`src/rtl/branch_resolve_unit_pkg.sv`:
```
`default_nettype none
// ============================================================================
// Module      : branch_resolve_unit_pkg
// Description : Shared CPU constants for the branch resolve unit. Holds the
//               B-type funct3 encodings, the control-flow op enum and the
//               registered result record.
// Revision    : 1.0 - initial release
// ============================================================================
package branch_resolve_unit_pkg;

  // Widest supported XLEN. The result record is sized for it so that one
  // struct serves both RV32 and RV64 builds.
  localparam int XLEN_MAX = 64;

  // B-type branch conditions (funct3)
  localparam logic [2:0] BEQ  = 3'b000;
  localparam logic [2:0] BNE  = 3'b001;
  localparam logic [2:0] BLT  = 3'b100;
  localparam logic [2:0] BGE  = 3'b101;
  localparam logic [2:0] BLTU = 3'b110;
  localparam logic [2:0] BGEU = 3'b111;

  typedef enum logic [1:0] {
    CF_NONE = 2'd0,
    CF_BR   = 2'd1,
    CF_JAL  = 2'd2,
    CF_JALR = 2'd3
  } cf_op_t;

  typedef struct packed {
    logic                taken;
    logic [XLEN_MAX-1:0] target;
    logic [XLEN_MAX-1:0] link;
    logic                mispredict;
    logic                misalign;
  } br_result_t;

endpackage
`default_nettype wire

```
`src/rtl/branch_resolve_unit_if.sv`:
```
`default_nettype none
// ============================================================================
// Module      : branch_resolve_unit_if
// Description : Request/result handshake bundle of the branch resolve unit.
//               slave = the unit, master = the issue stage / consumer side.
// Revision    : 1.0 - initial release
// ============================================================================
interface branch_resolve_unit_if
  import branch_resolve_unit_pkg::*;
#(
  parameter int XLEN = 64
) ();

  // request side
  logic            in_valid_i;
  logic            in_ready_o;
  logic [XLEN-1:0] pc_i;
  logic [XLEN-1:0] opr_a_i;
  logic [XLEN-1:0] opr_b_i;
  logic [XLEN-1:0] imm_i;
  cf_op_t          op_i;
  logic [2:0]      funct3_i;
  logic            pred_taken_i;
  logic [XLEN-1:0] pred_target_i;

  // result side
  logic            out_valid_o;
  logic            out_ready_i;
  logic            taken_o;
  logic [XLEN-1:0] target_o;
  logic [XLEN-1:0] link_o;
  logic            mispredict_o;
  logic [XLEN-1:0] redirect_pc_o;
  logic            misalign_o;

  modport slave (
    input  in_valid_i, pc_i, opr_a_i, opr_b_i, imm_i, op_i, funct3_i,
           pred_taken_i, pred_target_i, out_ready_i,
    output in_ready_o, out_valid_o, taken_o, target_o, link_o,
           mispredict_o, redirect_pc_o, misalign_o
  );

  modport master (
    output in_valid_i, pc_i, opr_a_i, opr_b_i, imm_i, op_i, funct3_i,
           pred_taken_i, pred_target_i, out_ready_i,
    input  in_ready_o, out_valid_o, taken_o, target_o, link_o,
           mispredict_o, redirect_pc_o, misalign_o
  );

endinterface
`default_nettype wire

```
`src/rtl/branch_resolve_unit_cond.sv`:
```
`default_nettype none
// ============================================================================
// Module      : branch_cond_eval
// Description : Combinational B-type condition evaluator (funct3, a, b ->
//               taken). Reserved encodings 010/011 resolve not-taken.
// Revision    : 1.0 - initial release
// ============================================================================
module branch_cond_eval
  import branch_resolve_unit_pkg::*;
#(
  parameter int XLEN = 64
) (
  input  logic [2:0]      funct3_i,
  input  logic [XLEN-1:0] a_i,
  input  logic [XLEN-1:0] b_i,
  output logic            taken_o
);

  // Select the comparison named by funct3
  always_comb begin
    taken_o = 1'b0;
    case (funct3_i)
      BEQ:     taken_o = (a_i == b_i);
      BNE:     taken_o = (a_i != b_i);
      BLT:     taken_o = ($signed(a_i) <  $signed(b_i));
      BGE:     taken_o = ($signed(a_i) >= $signed(b_i));
      BLTU:    taken_o = (a_i <  b_i);
      BGEU:    taken_o = (a_i >= b_i);
      default: taken_o = 1'b0;
    endcase
  end

endmodule
`default_nettype wire

```
`src/rtl/branch_resolve_unit.sv`:
```
`default_nettype none
// ============================================================================
// Module      : branch_resolve_unit
// Description : One-stage registered branch/jump resolver. Computes taken,
//               target, link, mispredict and misalign, holds them in an
//               output register under valid/ready, and keeps saturating
//               handoff / mispredict counters.
// Revision    : 1.0 - initial release
// ============================================================================
module branch_resolve_unit
  import branch_resolve_unit_pkg::*;
#(
  parameter int XLEN  = 64,
  parameter int HAS_C = 0,
  parameter int CNT_W = 32
) (
  input  logic                 clk,
  input  logic                 resetn,
  input  logic                 flush_i,
  input  logic                 stat_clr_i,
  branch_resolve_unit_if.slave bus,
  output logic [CNT_W-1:0]     br_cnt_o,
  output logic [CNT_W-1:0]     mispred_cnt_o
);

  logic            cond_taken;
  logic [XLEN-1:0] pc_sum;
  logic [XLEN-1:0] jalr_sum;
  logic [XLEN-1:0] target_d;
  logic [XLEN-1:0] link_d;
  logic            taken_d;
  logic            misalign_d;
  logic            mispred_raw;
  logic            accept;
  logic            handoff;
  br_result_t      res_d;
  br_result_t      res_q;
  logic            valid_q;
  logic [CNT_W-1:0] br_cnt_q;
  logic [CNT_W-1:0] mispred_cnt_q;

  branch_cond_eval #(.XLEN(XLEN)) u_cond (
    .funct3_i (bus.funct3_i),
    .a_i      (bus.opr_a_i),
    .b_i      (bus.opr_b_i),
    .taken_o  (cond_taken)
  );

  // All adders wrap modulo 2^XLEN
  assign pc_sum   = bus.pc_i + bus.imm_i;
  assign jalr_sum = bus.opr_a_i + bus.imm_i;
  assign link_d   = bus.pc_i + XLEN'(4);

  // Decode op into taken and target
  always_comb begin
    taken_d  = 1'b0;
    target_d = pc_sum;
    case (bus.op_i)
      CF_BR:   taken_d = cond_taken;
      CF_JAL:  taken_d = 1'b1;
      CF_JALR: begin
        taken_d  = 1'b1;
        target_d = {jalr_sum[XLEN-1:1], 1'b0};
      end
      default: taken_d = 1'b0;
    endcase
  end

  // Without compressed instructions a taken target must be word aligned;
  // with them bit 0 is always clear so nothing can be misaligned.
  generate
    if (HAS_C == 0) begin : g_align4
      assign misalign_d = taken_d & target_d[1];
    end else begin : g_align2
      assign misalign_d = 1'b0;
    end
  endgenerate

  assign mispred_raw = (taken_d != bus.pred_taken_i) |
                       (taken_d & bus.pred_taken_i & (target_d != bus.pred_target_i));

  // A misaligned target traps instead of redirecting, so it is never a mispredict
  assign res_d = '{taken:      taken_d,
                   target:     XLEN_MAX'(target_d),
                   link:       XLEN_MAX'(link_d),
                   mispredict: mispred_raw & ~misalign_d,
                   misalign:   misalign_d};

  assign bus.in_ready_o = ~flush_i & (~valid_q | bus.out_ready_i);
  assign accept         = bus.in_valid_i & bus.in_ready_o;
  assign handoff        = valid_q & bus.out_ready_i;

  // Output pipeline register: load on accept, drain on handoff, drop on flush
  always_ff @(posedge clk or negedge resetn) begin
    if (!resetn) begin
      valid_q <= 1'b0;
      res_q   <= '0;
    end else if (flush_i) begin
      valid_q <= 1'b0;
    end else if (accept) begin
      valid_q <= 1'b1;
      res_q   <= res_d;
    end else if (bus.out_ready_i) begin
      valid_q <= 1'b0;
    end
  end

  // Saturating statistics; clear takes priority over a same-cycle handoff
  always_ff @(posedge clk or negedge resetn) begin
    if (!resetn) begin
      br_cnt_q      <= '0;
      mispred_cnt_q <= '0;
    end else if (stat_clr_i) begin
      br_cnt_q      <= '0;
      mispred_cnt_q <= '0;
    end else if (handoff) begin
      if (br_cnt_q != '1)
        br_cnt_q <= br_cnt_q + CNT_W'(1);
      if (res_q.mispredict && (mispred_cnt_q != '1))
        mispred_cnt_q <= mispred_cnt_q + CNT_W'(1);
    end
  end

  assign bus.out_valid_o   = valid_q;
  assign bus.taken_o       = res_q.taken;
  assign bus.target_o      = res_q.target[XLEN-1:0];
  assign bus.link_o        = res_q.link[XLEN-1:0];
  assign bus.mispredict_o  = res_q.mispredict;
  assign bus.misalign_o    = res_q.misalign;
  assign bus.redirect_pc_o = res_q.taken ? res_q.target[XLEN-1:0] : res_q.link[XLEN-1:0];
  assign br_cnt_o          = br_cnt_q;
  assign mispred_cnt_o     = mispred_cnt_q;

endmodule
`default_nettype wire

```
`src/flat_wrapper.sv`:
```
// flat-port wrapper written by rule: the top's interface ports become plain ports
module branch_resolve_unit_flat import branch_resolve_unit_pkg::*;
#(
  parameter int XLEN  = 64,
  parameter int HAS_C = 0,
  parameter int CNT_W = 32
)
  (clk, resetn, flush_i, stat_clr_i, br_cnt_o, mispred_cnt_o, bus_in_valid_i, bus_pc_i, bus_opr_a_i, bus_opr_b_i, bus_imm_i, bus_op_i, bus_funct3_i, bus_pred_taken_i, bus_pred_target_i, bus_out_ready_i, bus_in_ready_o, bus_out_valid_o, bus_taken_o, bus_target_o, bus_link_o, bus_mispredict_o, bus_redirect_pc_o, bus_misalign_o);
  branch_resolve_unit_if #(.XLEN(XLEN)) bus_i ();
  input  logic clk;
  input  logic resetn;
  input  logic flush_i;
  input  logic stat_clr_i;
  output logic [CNT_W-1:0] br_cnt_o;
  output logic [CNT_W-1:0] mispred_cnt_o;
  input wire logic [$bits(bus_i.in_valid_i)-1:0] bus_in_valid_i;
  input wire logic [$bits(bus_i.pc_i)-1:0] bus_pc_i;
  input wire logic [$bits(bus_i.opr_a_i)-1:0] bus_opr_a_i;
  input wire logic [$bits(bus_i.opr_b_i)-1:0] bus_opr_b_i;
  input wire logic [$bits(bus_i.imm_i)-1:0] bus_imm_i;
  input wire logic [$bits(bus_i.op_i)-1:0] bus_op_i;
  input wire logic [$bits(bus_i.funct3_i)-1:0] bus_funct3_i;
  input wire logic [$bits(bus_i.pred_taken_i)-1:0] bus_pred_taken_i;
  input wire logic [$bits(bus_i.pred_target_i)-1:0] bus_pred_target_i;
  input wire logic [$bits(bus_i.out_ready_i)-1:0] bus_out_ready_i;
  output wire logic [$bits(bus_i.in_ready_o)-1:0] bus_in_ready_o;
  output wire logic [$bits(bus_i.out_valid_o)-1:0] bus_out_valid_o;
  output wire logic [$bits(bus_i.taken_o)-1:0] bus_taken_o;
  output wire logic [$bits(bus_i.target_o)-1:0] bus_target_o;
  output wire logic [$bits(bus_i.link_o)-1:0] bus_link_o;
  output wire logic [$bits(bus_i.mispredict_o)-1:0] bus_mispredict_o;
  output wire logic [$bits(bus_i.redirect_pc_o)-1:0] bus_redirect_pc_o;
  output wire logic [$bits(bus_i.misalign_o)-1:0] bus_misalign_o;
  assign bus_i.in_valid_i = bus_in_valid_i;
  assign bus_i.pc_i = bus_pc_i;
  assign bus_i.opr_a_i = bus_opr_a_i;
  assign bus_i.opr_b_i = bus_opr_b_i;
  assign bus_i.imm_i = bus_imm_i;
  assign bus_i.op_i = bus_op_i;
  assign bus_i.funct3_i = bus_funct3_i;
  assign bus_i.pred_taken_i = bus_pred_taken_i;
  assign bus_i.pred_target_i = bus_pred_target_i;
  assign bus_i.out_ready_i = bus_out_ready_i;
  assign bus_in_ready_o = bus_i.in_ready_o;
  assign bus_out_valid_o = bus_i.out_valid_o;
  assign bus_taken_o = bus_i.taken_o;
  assign bus_target_o = bus_i.target_o;
  assign bus_link_o = bus_i.link_o;
  assign bus_mispredict_o = bus_i.mispredict_o;
  assign bus_redirect_pc_o = bus_i.redirect_pc_o;
  assign bus_misalign_o = bus_i.misalign_o;
  branch_resolve_unit #(.XLEN(XLEN), .HAS_C(HAS_C), .CNT_W(CNT_W)) u_core (.clk(clk), .resetn(resetn), .flush_i(flush_i), .stat_clr_i(stat_clr_i), .bus(bus_i), .br_cnt_o(br_cnt_o), .mispred_cnt_o(mispred_cnt_o));
endmodule
```
`config.mk`:
```
export PLATFORM = sky130hd
export DESIGN_NAME = branch_resolve_unit_flat
export DESIGN_NICKNAME = d
export VERILOG_FILES = /design/src/rtl/branch_resolve_unit_pkg.sv /design/src/rtl/branch_resolve_unit_if.sv /design/src/rtl/branch_resolve_unit_cond.sv /design/src/rtl/branch_resolve_unit.sv /design/src/flat_wrapper.sv
export SDC_FILE = /design/constraint.sdc
export NUM_CORES = 1
export LEC_CHECK = 0
export ABC_AREA = 0
export BUFFER_PORTS_ARGS = -buffer_cell sky130_fd_sc_hd__buf_4
export CAP_MARGIN = 20
export CORE_MARGIN = 4
export CORE_UTILIZATION = 40
export CTS_BUF_LIST = sky130_fd_sc_hd__clkbuf_2
export CTS_CLUSTER_SIZE = 20
export DETAILED_ROUTE_END_ITERATION = 16
export PLACE_DENSITY = 0.66
export SYNTH_ARGS = -nofsm -noshare
export SYNTH_HDL_FRONTEND = slang
export SYNTH_SLANG_ARGS = --single-unit
```
`constraint.sdc`:
```
create_clock -name clk -period 3.2 [get_ports clk]
set_input_delay 0.64 -clock clk [delete_from_list [all_inputs] [get_ports clk]]
set_output_delay 0.64 -clock clk [all_outputs]
set_load 0.03 [all_outputs]
```
### Word-level counts from Yosys, hierarchy flattened

Cells that the tools add are included.

| storage, ports and cells | value |
|---|---|
| flip-flop bits (word level) | 196 |
| input port bits | 332 |
| output and inout bits | 261 |
| logic and storage cells | 66 |

| cells by class | value |
|---|---|
| add/subtract/negate cells | 5 |
| $lt $le $gt $ge | 4 |
| eq/ne operators | 14 |
| mux-type cells | 13 |
| bitwise gates (word level) | 12 |
| reductions and logical operators | 10 |

Operator list:

| operator | count |
|---|---|
| 2-to-1 mux 32 bit | 6 |
| adder 64 bit | 2 |
| >= comparator 64 bit | 2 |
| less-than comparator 64 bit | 2 |
| 2-to-1 mux 64 bit | 2 |
| inequality test 64 bit | 2 |
| adder 32 x 1 -> 32 bit, second input constant | 2 |
| adder 64 x 3 -> 64 bit, second input constant | 1 |
| == test 64 bit | 1 |
| inequality test 32 bit, second input constant | 2 |
| == test 3 bit, second input constant | 4 |
| AND 1 bit | 7 |
| case mux 1 bit (6 select lines) | 1 |
| AND reduction 2 bit | 3 |
| nonzero test 2 bit | 3 |
| == test 2 bit, second input constant | 2 |
| == test 3 x 1 -> 1 bit, second input constant | 1 |
| logical NOT 3 bit | 1 |
| 2-to-1 mux 1 bit | 3 |
| inverter 1 bit | 3 |
| nonzero test 3 bit | 1 |
| == test 2 x 1 -> 1 bit, second input constant | 1 |
| bitwise OR 1 bit | 2 |
| case mux 1 bit (2 select lines) | 1 |
| other kinds (3) | 3 |

### Depth between registers and ports, before layout

Gate-level depths: netlist (run 1).

| depth | value |
|---|---|
| word-level depth | 7 |
| gate-level depth with buffers | 24 |
| mapped depth without buffers | 24 |

### Cells and area by module

From an unflattened synthesis (run 1), not the netlist that was laid out.

| unflattened totals | value |
|---|---|
| cell total of the unflattened synthesis | 2974 |
| area, all modules | 22519.1 um^2 |

Modules (own cells, without submodules):

| module | times used | cells each | area each (um^2) | sequential area each (um^2) |
|---|---|---|---|---|
| branch_resolve_unit | 1 | 2731 | 20774.9 | 4904.7 |
| branch_cond_eval | 1 | 243 | 1744.2 | 0.0 |

### Least setup slack after synthesis (run 1)

No wires, ideal clock.

| timing path | value |
|---|---|
| path kind | in2reg |
| start | input port bus_opr_b_i[33] |
| end | register u_core.res_q (netlist bit u_core.bus.mispredict_o) |
| library setup time | 0.136 ns |
| arrival | 5.011 ns |
| required time | 3.064 ns |
| setup slack | -1.947 ns |
| cell stages on the path | 24 |
| buffers on the path | 0 |
| cells stage by stage | inv_1 -> ha_1 -> a21o_1 -> a21o_1 -> a21o_1 -> a21o_1 -> a21o_1 -> a21oi_1 -> o2111ai_1 -> a211oi_1 -> mux2i_1 -> mux2i_1 -> nand2_1 -> nand2_1 -> ha_1 -> a2111oi_0 -> nand4_1 -> nor4_1 -> nand4_1 -> or4_1 -> nor4_2 -> nand4_1 -> nor4_1 -> a31oi_1 |

RTL lines:

| what | line | source |
|---|---|---|
| start: declaration | flat_wrapper.sv:19 | `input wire logic [$bits(bus_i.opr_b_i)-1:0] bus_opr_b_i;` |
| end signal: assignment | branch_resolve_unit.sv:102 | `res_q <= res_d;` |
| end: declaration | branch_resolve_unit.sv:37 | `br_result_t res_q;` |

==> flow_metrics.tcl, run 1 <==
set metrics [dict create \
    status "complete, but fails checks" \
    violations "setup timing" \
    hold_viol 0 \
    placed_cells 5086 \
    htree_levels 4 \
    clkTransAtPathRegs_ns 0.30 \
    cp_data_required_time_ns 3.94 \
    setup_violations 2 \
    fmax_ghz 0.2184 \
    ys_warn_count 0 \
    endpoint_kind "register" \
    fin_crit_ns 4.578 \
    start_kind "input port" \
    cp_slowest_stage_delay_ns 0.60 \
    synth_seq_cells 196 \
    core_um2 54990 \
    fin_nets 4897 \
    gp_congestion 1.031 \
    ctsRootBufferMaster "clkbuf_2" \
    antenna_found_initial 9 \
    synth_cells 2914 \
    synth_nets 3441 \
    max-slew-margin-rel_pct 33.19 \
    io_pins 593 \
    grt_max_degree 247 \
    timing.critical_path.mode_cell "nand4_1" \
    ys_async_sr_fraction_pct 100.0 \
    ys_seq_area_share_pct 22.11 \
    fin_skew_ns 0.03987 \
    die_y_um 243.5 \
    vias_per_cell 5.379 \
    max-clock-path-buffers 2 \
    dp_hpwl_um 91870 \
    path_delay_family "simple AND/OR/NAND/NOR gates" \
    antenna_left 0 \
    power_frac_seq_pct 25.3 \
    avgSynthCellArea_um2 7.612 \
    firstDrtPassIters 6 \
    switching_share_pct 46.02 \
    netlist_area_um2 22180 \
    tns_ns -1.477 \
    cp_slowest_cell "or4_4" \
    path_depth 22 \
    hp-class "in2reg" \
    power_frac_comb_pct 64.6 \
    num_rows 86 \
    cp.arrival_ns 5.32 \
    fill_cells 5036 \
    fin_ws_ns -1.378 \
    pwr-share-clk_pct 10.1 \
    slew_viol_final 0 \
    grt_pass1_wl_um 156400 \
    maxCapViolCount 0 \
    yosys.cell_count.top_type "nand2_1" \
    cts_buffers 17 \
    netlist.area_leader.share_pct 22.11 \
    cts_tree "built" \
    hold_depth 3 \
    fin_crit_sh_pct 143.1 \
    routed_wl_um 105400 \
    syn_to_final_growth_pct 59.23 \
    drt_iter0_markers 2586 \
    final_layout_size_suffix_gt1_share_pct 40.63 \
    worst-path-buf-inv 1 \
    path_class "in2reg" \
    crit_chain "buf_4, ha_1, nand2_2, nor4_4, nand4_1, or4_4, o2111ai_4, a211oi_4, mux2i_1, mux2i_1, nand2_1, nand2_2, ha_4, a2111oi_4, nand4_1, nor4_2, nand4_1, or4_4, nor4_4, nand4_1, nor4_1, a31oi_1" \
    layoutNonFillerInstCount 5140 \
    r2r_cells 12 \
    ir_worst_vdd_mv 0.2499 \
    dieArea_um2 59280 \
    synthFlopType "dfrtp_1" \
    p_leak_nw 17.47 \
    rsz0062_at_grt "yes" \
    wl_per_cell_um 20.50 \
    synth_commonest_cells "377 x nand2_1, 265 x o21ai_0, 250 x nor2_1" \
    ys_types 84 \
    cp_max_fo 4 \
    worstSkewPairLatency_ns 0.86 \
    track_usage_pct 33.89 \
    synth_enable_flop_cells 0 \
    remaining_drc_errors 0 \
    fp.dieW_um 243.5 \
    port_buffers 592 \
    power.density_nw_per_um2 362.3 \
    power.switching_mw 5.889 \
    vias 27650 \
    yosysTopAreaCell "dfrtp_1" \
    synth_area_leaders "dfrtp_1 22%, ha_1 11%, xor2_1 6.8%, nand2_1 6.4%, o21ai_0 6.0%" \
    grt-ovfl-total 0 \
    worst_pin_slew_ns 0.9768 \
    clock-sinks 196 \
    grt_pass1_vias 26580 \
    initial_core_util_pct 40.34 \
    cellInternalPower_mw 6.908 \
]
## routing by layer
layer	GRT usage [%]	wire length, µm
met1	47.26	46720
met2	54.22	46570
met3	6.163	9119
met5	0	0
met4	8.997	2967
## area by class of cell
type	count	area (µm²)	area share, %
multi-input cells	2465	16710	47.32
repair buffers	1580	12070	34.18
flip-flops and latches	196	4910	13.90
well taps	748	935.9	2.650
inverters	110	412.9	1.169
clock inverters	15	166.4	0.4711
clock buffers	17	85.08	0.2409
diodes	9	22.52	0.06376
## flip-flops by register name (all words and copies together), names as in the netlist
register                 flops
u_core.br_cnt_o             32
u_core.bus.link_o           64
u_core.bus.misalign_o        1
u_core.bus.mispredict_o      1
u_core.bus.out_valid_o       1
u_core.bus.taken_o           1
u_core.bus.target_o         64
u_core.mispred_cnt_o        32
## final timing paths
| path | from | end | slack (ns) |
|---|---|---|---|
| max | bus_opr_a_i[54] | u_core.bus.mispredict_o | -1.38 |
| min | bus_pc_i[63] | u_core.bus.link_o[63] | 0.10 |
| max reg2reg | u_core.bus.out_valid_o | u_core.bus.mispredict_o | 0.23 |
| min reg2reg | u_core.bus.misalign_o | u_core.bus.misalign_o | 0.54 |
| max in group asynchronous | resetn | u_core.br_cnt_o[12] | 2.01 |
| min in group asynchronous | resetn | u_core.mispred_cnt_o[7] | 0.41 |
## worst reg2reg max path: cells and delay by family (launching register included)
family	cells	cell delay (ns)
AND/OR/NAND/NOR	10	1.99
flip-flops	1	0.44
AO/OA/AOI/OAI	2	0.47
## power by group through the flow
stage / clock, mW / combinational, mW / sequential [mW]
after detailed placement: 0 / 8.08 / 3.28
after global placement: 0 / 8.02 / 3.27
after floorplan: 0 / 3.36 / 3.75
after global routing: 1.42 / 8.80 / 3.27
final: 1.29 / 8.27 / 3.24
after CTS: 1.32 / 8.14 / 3.23
## repair_timing
item                                    CTS  global route
buffers inserted                          2             3
hold endpoints to repair                 95             2
pin swaps                                 5             9
gates resized for setup                  18            32
endpoints found under the setup margin   49            61
hold buffers                              6             2
## kinds of logic (layout without fill, tap and decap cells)
logic type                 after synthesis  in the layout  share of synthesized area [%]
adders and majority gates              195            195                          11.07
DFF                                    196            196                          22.11
xor gates and xnor gates               280            280                          11.31
other                                    0              9                              0
and+or+nand+nor                       1054           1054                          22.35
muxes                                  118            118                          5.770
AOI/OAI and AO/OA                      818            818                          22.85
buffers and inverters                  253           1722                          4.541
## placed cells by master, fill, tap and decap left out, types with 38 or more instances in the layout
cell and instances:
a21o_1 69, a21oi_1 220, and3_1 38, buf_4 1554
dfrtp_1 194, ha_1 178, inv_1 106, mux2_2 79
mux2i_1 39, nand2_1 371, nand3_1 90, nand4_1 102
nor2_1 247, nor3_1 51, o21ai_0 257, xnor2_1 105
xor2_1 171
## through the flow
stage	setup slack (ns)	hold WS (ns)	util (%)	area (µm²)	power [mW]
final	-1.378	0.1018	64.24	35320	12.80
after global routing	-1.554	0.005696	64.24	35320	13.49
after CTS	-1.292	0.01534	63.89	35130	12.69
after detailed placement	-2.475	0.4849	63.05	34670	11.36
after global placement	-2.283	0.4763	63.05	34670	11.29
after floorplan	-1.372	0.3444	-	22410	7.109
No activity file was read; power rests on OpenSTA's default activity.
==> inputs of run 2 (changes only) <==
- PLACE_DENSITY: 0.66 -> default
- clock period: 3.2 -> 4.6 ns (I/O delays scaled with it)
==> run 2 against run 1 <==
- total power decreased by 32%
- largest cell class unchanged
- cell area decreased by 7.6%
- final cell count decreased by 6.1%
- the run still ends with setup timing left
- sequential share of layout area increased by 1.1 points
- critical endpoint unchanged
==> flow_metrics.tcl, run 2 (same netlist as run 1, synthesis figures left out) <==
set metrics [dict create \
    io_pins 593 \
    place_ws_ns -1.444 \
    utilization_pct 59.36 \
    antenna_found_initial 10 \
    grt_pass1_vias 26400 \
    initial_core_util_pct 40.34 \
    hold_viol 0 \
    final_layout_size_suffix_gt1_share_pct 35.50 \
    fp.dieW_um 243.5 \
    power.density_nw_per_um2 266.2 \
    firstDrtPassIters 5 \
    cp-startpoint "bus_opr_a_i[33]" \
    final_common_cell "buf_4" \
    fin_ws_ns -0.2876 \
    worstSkewPairLatency_ns 0.85 \
    drt_iter0_markers 2500 \
    total_power_mw 8.690 \
    grt-ovfl-total 0 \
    fin_hold_ws_ns 0.06295 \
    wl_per_cell_um 22.81 \
    ir_worst_vdd_mv 0.2068 \
    gp_congestion 1.033 \
    worst_pin_slew_ns 0.9136 \
    ctsRootBufferMaster "clkbuf_2" \
    fmax_ghz 0.2046 \
    fill_cells 5109 \
    regArea_um2 4906 \
    cellInternalPower_mw 4.658 \
    htree_levels 4 \
    endpoint_kind "register" \
    clkTransAtPathRegs_ns 0.27 \
    pwr-share-clk_pct 10.5 \
    cp.arrival_ns 5.62 \
    violations "setup timing" \
    cts_buffers 17 \
    die_y_um 243.5 \
    path_class "in2reg" \
    dp_hpwl_um 95880 \
    p_leak_nw 15.94 \
    cp_max_fo 2 \
    setup_violations 1 \
    grt_pass1_wl_um 161800 \
    core_um2 54990 \
    grt_max_degree 246 \
    routed_wl_um 110100 \
    fin_nets 4592 \
    dieArea_um2 59280 \
    multi_input_area_um2 16470 \
    vias 27340 \
    final_cell_mix "1268 x buf_4, 373 x nand2_1, 264 x o21ai_0" \
    status "complete, but fails checks" \
    power.switching_mw 4.032 \
    fin_skew_ns 0.04575 \
    power_frac_seq_pct 25.9 \
    clock-sinks 196 \
    track_usage_pct 35.31 \
    start_kind "input port" \
    fin_crit_sh_pct 106.3 \
    power_frac_comb_pct 63.6 \
    max-slew-margin-rel_pct 39.09 \
    cts_tree "built" \
    fin_crit_ns 4.888 \
    cp_data_required_time_ns 5.33 \
    num_rows 86 \
    syn_to_final_growth_pct 47.16 \
    antenna_left 0 \
    remaining_drc_errors 0 \
    maxCapViolCount 0 \
    port_buffers 592 \
    tns_ns -0.2876 \
    switching_share_pct 46.40 \
    timing.rr.start "u_core.mispred_cnt_o[3]" \
    max-clock-path-buffers 2 \
    vias_per_cell 5.661 \
    rsz0062_at_grt "yes" \
    slew_viol_final 0 \
    hp-class "in2async" \
]
run 2: area by class of cell:
cell class                      instances  share of cell area [%]
Timing Repair Buffer                 1275                   29.57
Tap cell                              748                   2.867
Sequential cell                       196                   15.03
Clock buffer                           18                  0.2760
Multi-Input combinational cell       2465                   50.47
Clock inverter                         12                  0.4791
Inverter                              110                   1.265
Antenna cell                            5                 0.03833
run 2: final timing paths:
path,to,slack [ns],cells past startpoint
max in group asynchronous,u_core.br_cnt_o[29],3.51,2
hold / removal,u_core.bus.target_o[36],0.06,1
hold reg to reg,u_core.bus.misalign_o,0.55,2
min in group clk,u_core.bus.out_valid_o,0.23,2
setup reg to reg,u_core.mispred_cnt_o[25],1.04,12
setup / recovery,u_core.bus.mispredict_o,-0.29,24
run 2: routing by layer:
metal,vias up,global-route usage (%),routed length [µm]
li1,12870,-,-
met1,13140,50.64,48420
met2,1188,55.73,48960
met3,137,5.294,9837
met4,2,9.200,2911
met5,-,0,13
run 2: worst max-delay path: stages:
cell       delay (ns)
buf_4            0.11
ha_1             0.30
a21o_1           0.16
a21o_1           0.16
a21o_1           0.16
a21o_1           0.15
a21o_1           0.17
a21oi_2          0.18
o2111ai_4        0.19
a211oi_2         0.33
mux2i_1          0.22
mux2i_1          0.11
nand2_1          0.14
nand2_2          0.14
ha_4             0.28
a2111oi_4        0.20
nand4_1          0.14
nor4_2           0.23
nand4_1          0.14
or4_4            0.61
nor4_4           0.14
nand4_1          0.11
nor4_1           0.18
a31oi_1          0.11
run 2: timing repair:
| action | in CTS | in global routing |
|---|---|---|
| setup buffers | 0 | 1 |
| hold buffers | 0 | 0 |
| resized for setup | 6 | 16 |
| endpoints found under the setup margin | 1 | 1 |
| pin swaps | 1 | 3 |
run 2: power groups by stage:
stage	logic, mW	registers (mW)	clock network [mW]
after floorplan	2.32	2.61	0
after global placement	5.33	2.28	0
after detailed placement	5.38	2.30	0
after CTS	5.40	2.27	0.926
after global routing	5.84	2.27	0.994
final	5.52	2.25	0.915
run 2: per-stage QoR:
step / cells / area, µm²
5_1_grt: 4829 / 32640
4_1_cts: 4822 / 32500
3_5_place_dp: 4792 / 32220
6_report: 4829 / 32640
2_1_floorplan: 2914 / 22240
3_3_place_gp: 4792 / 32220
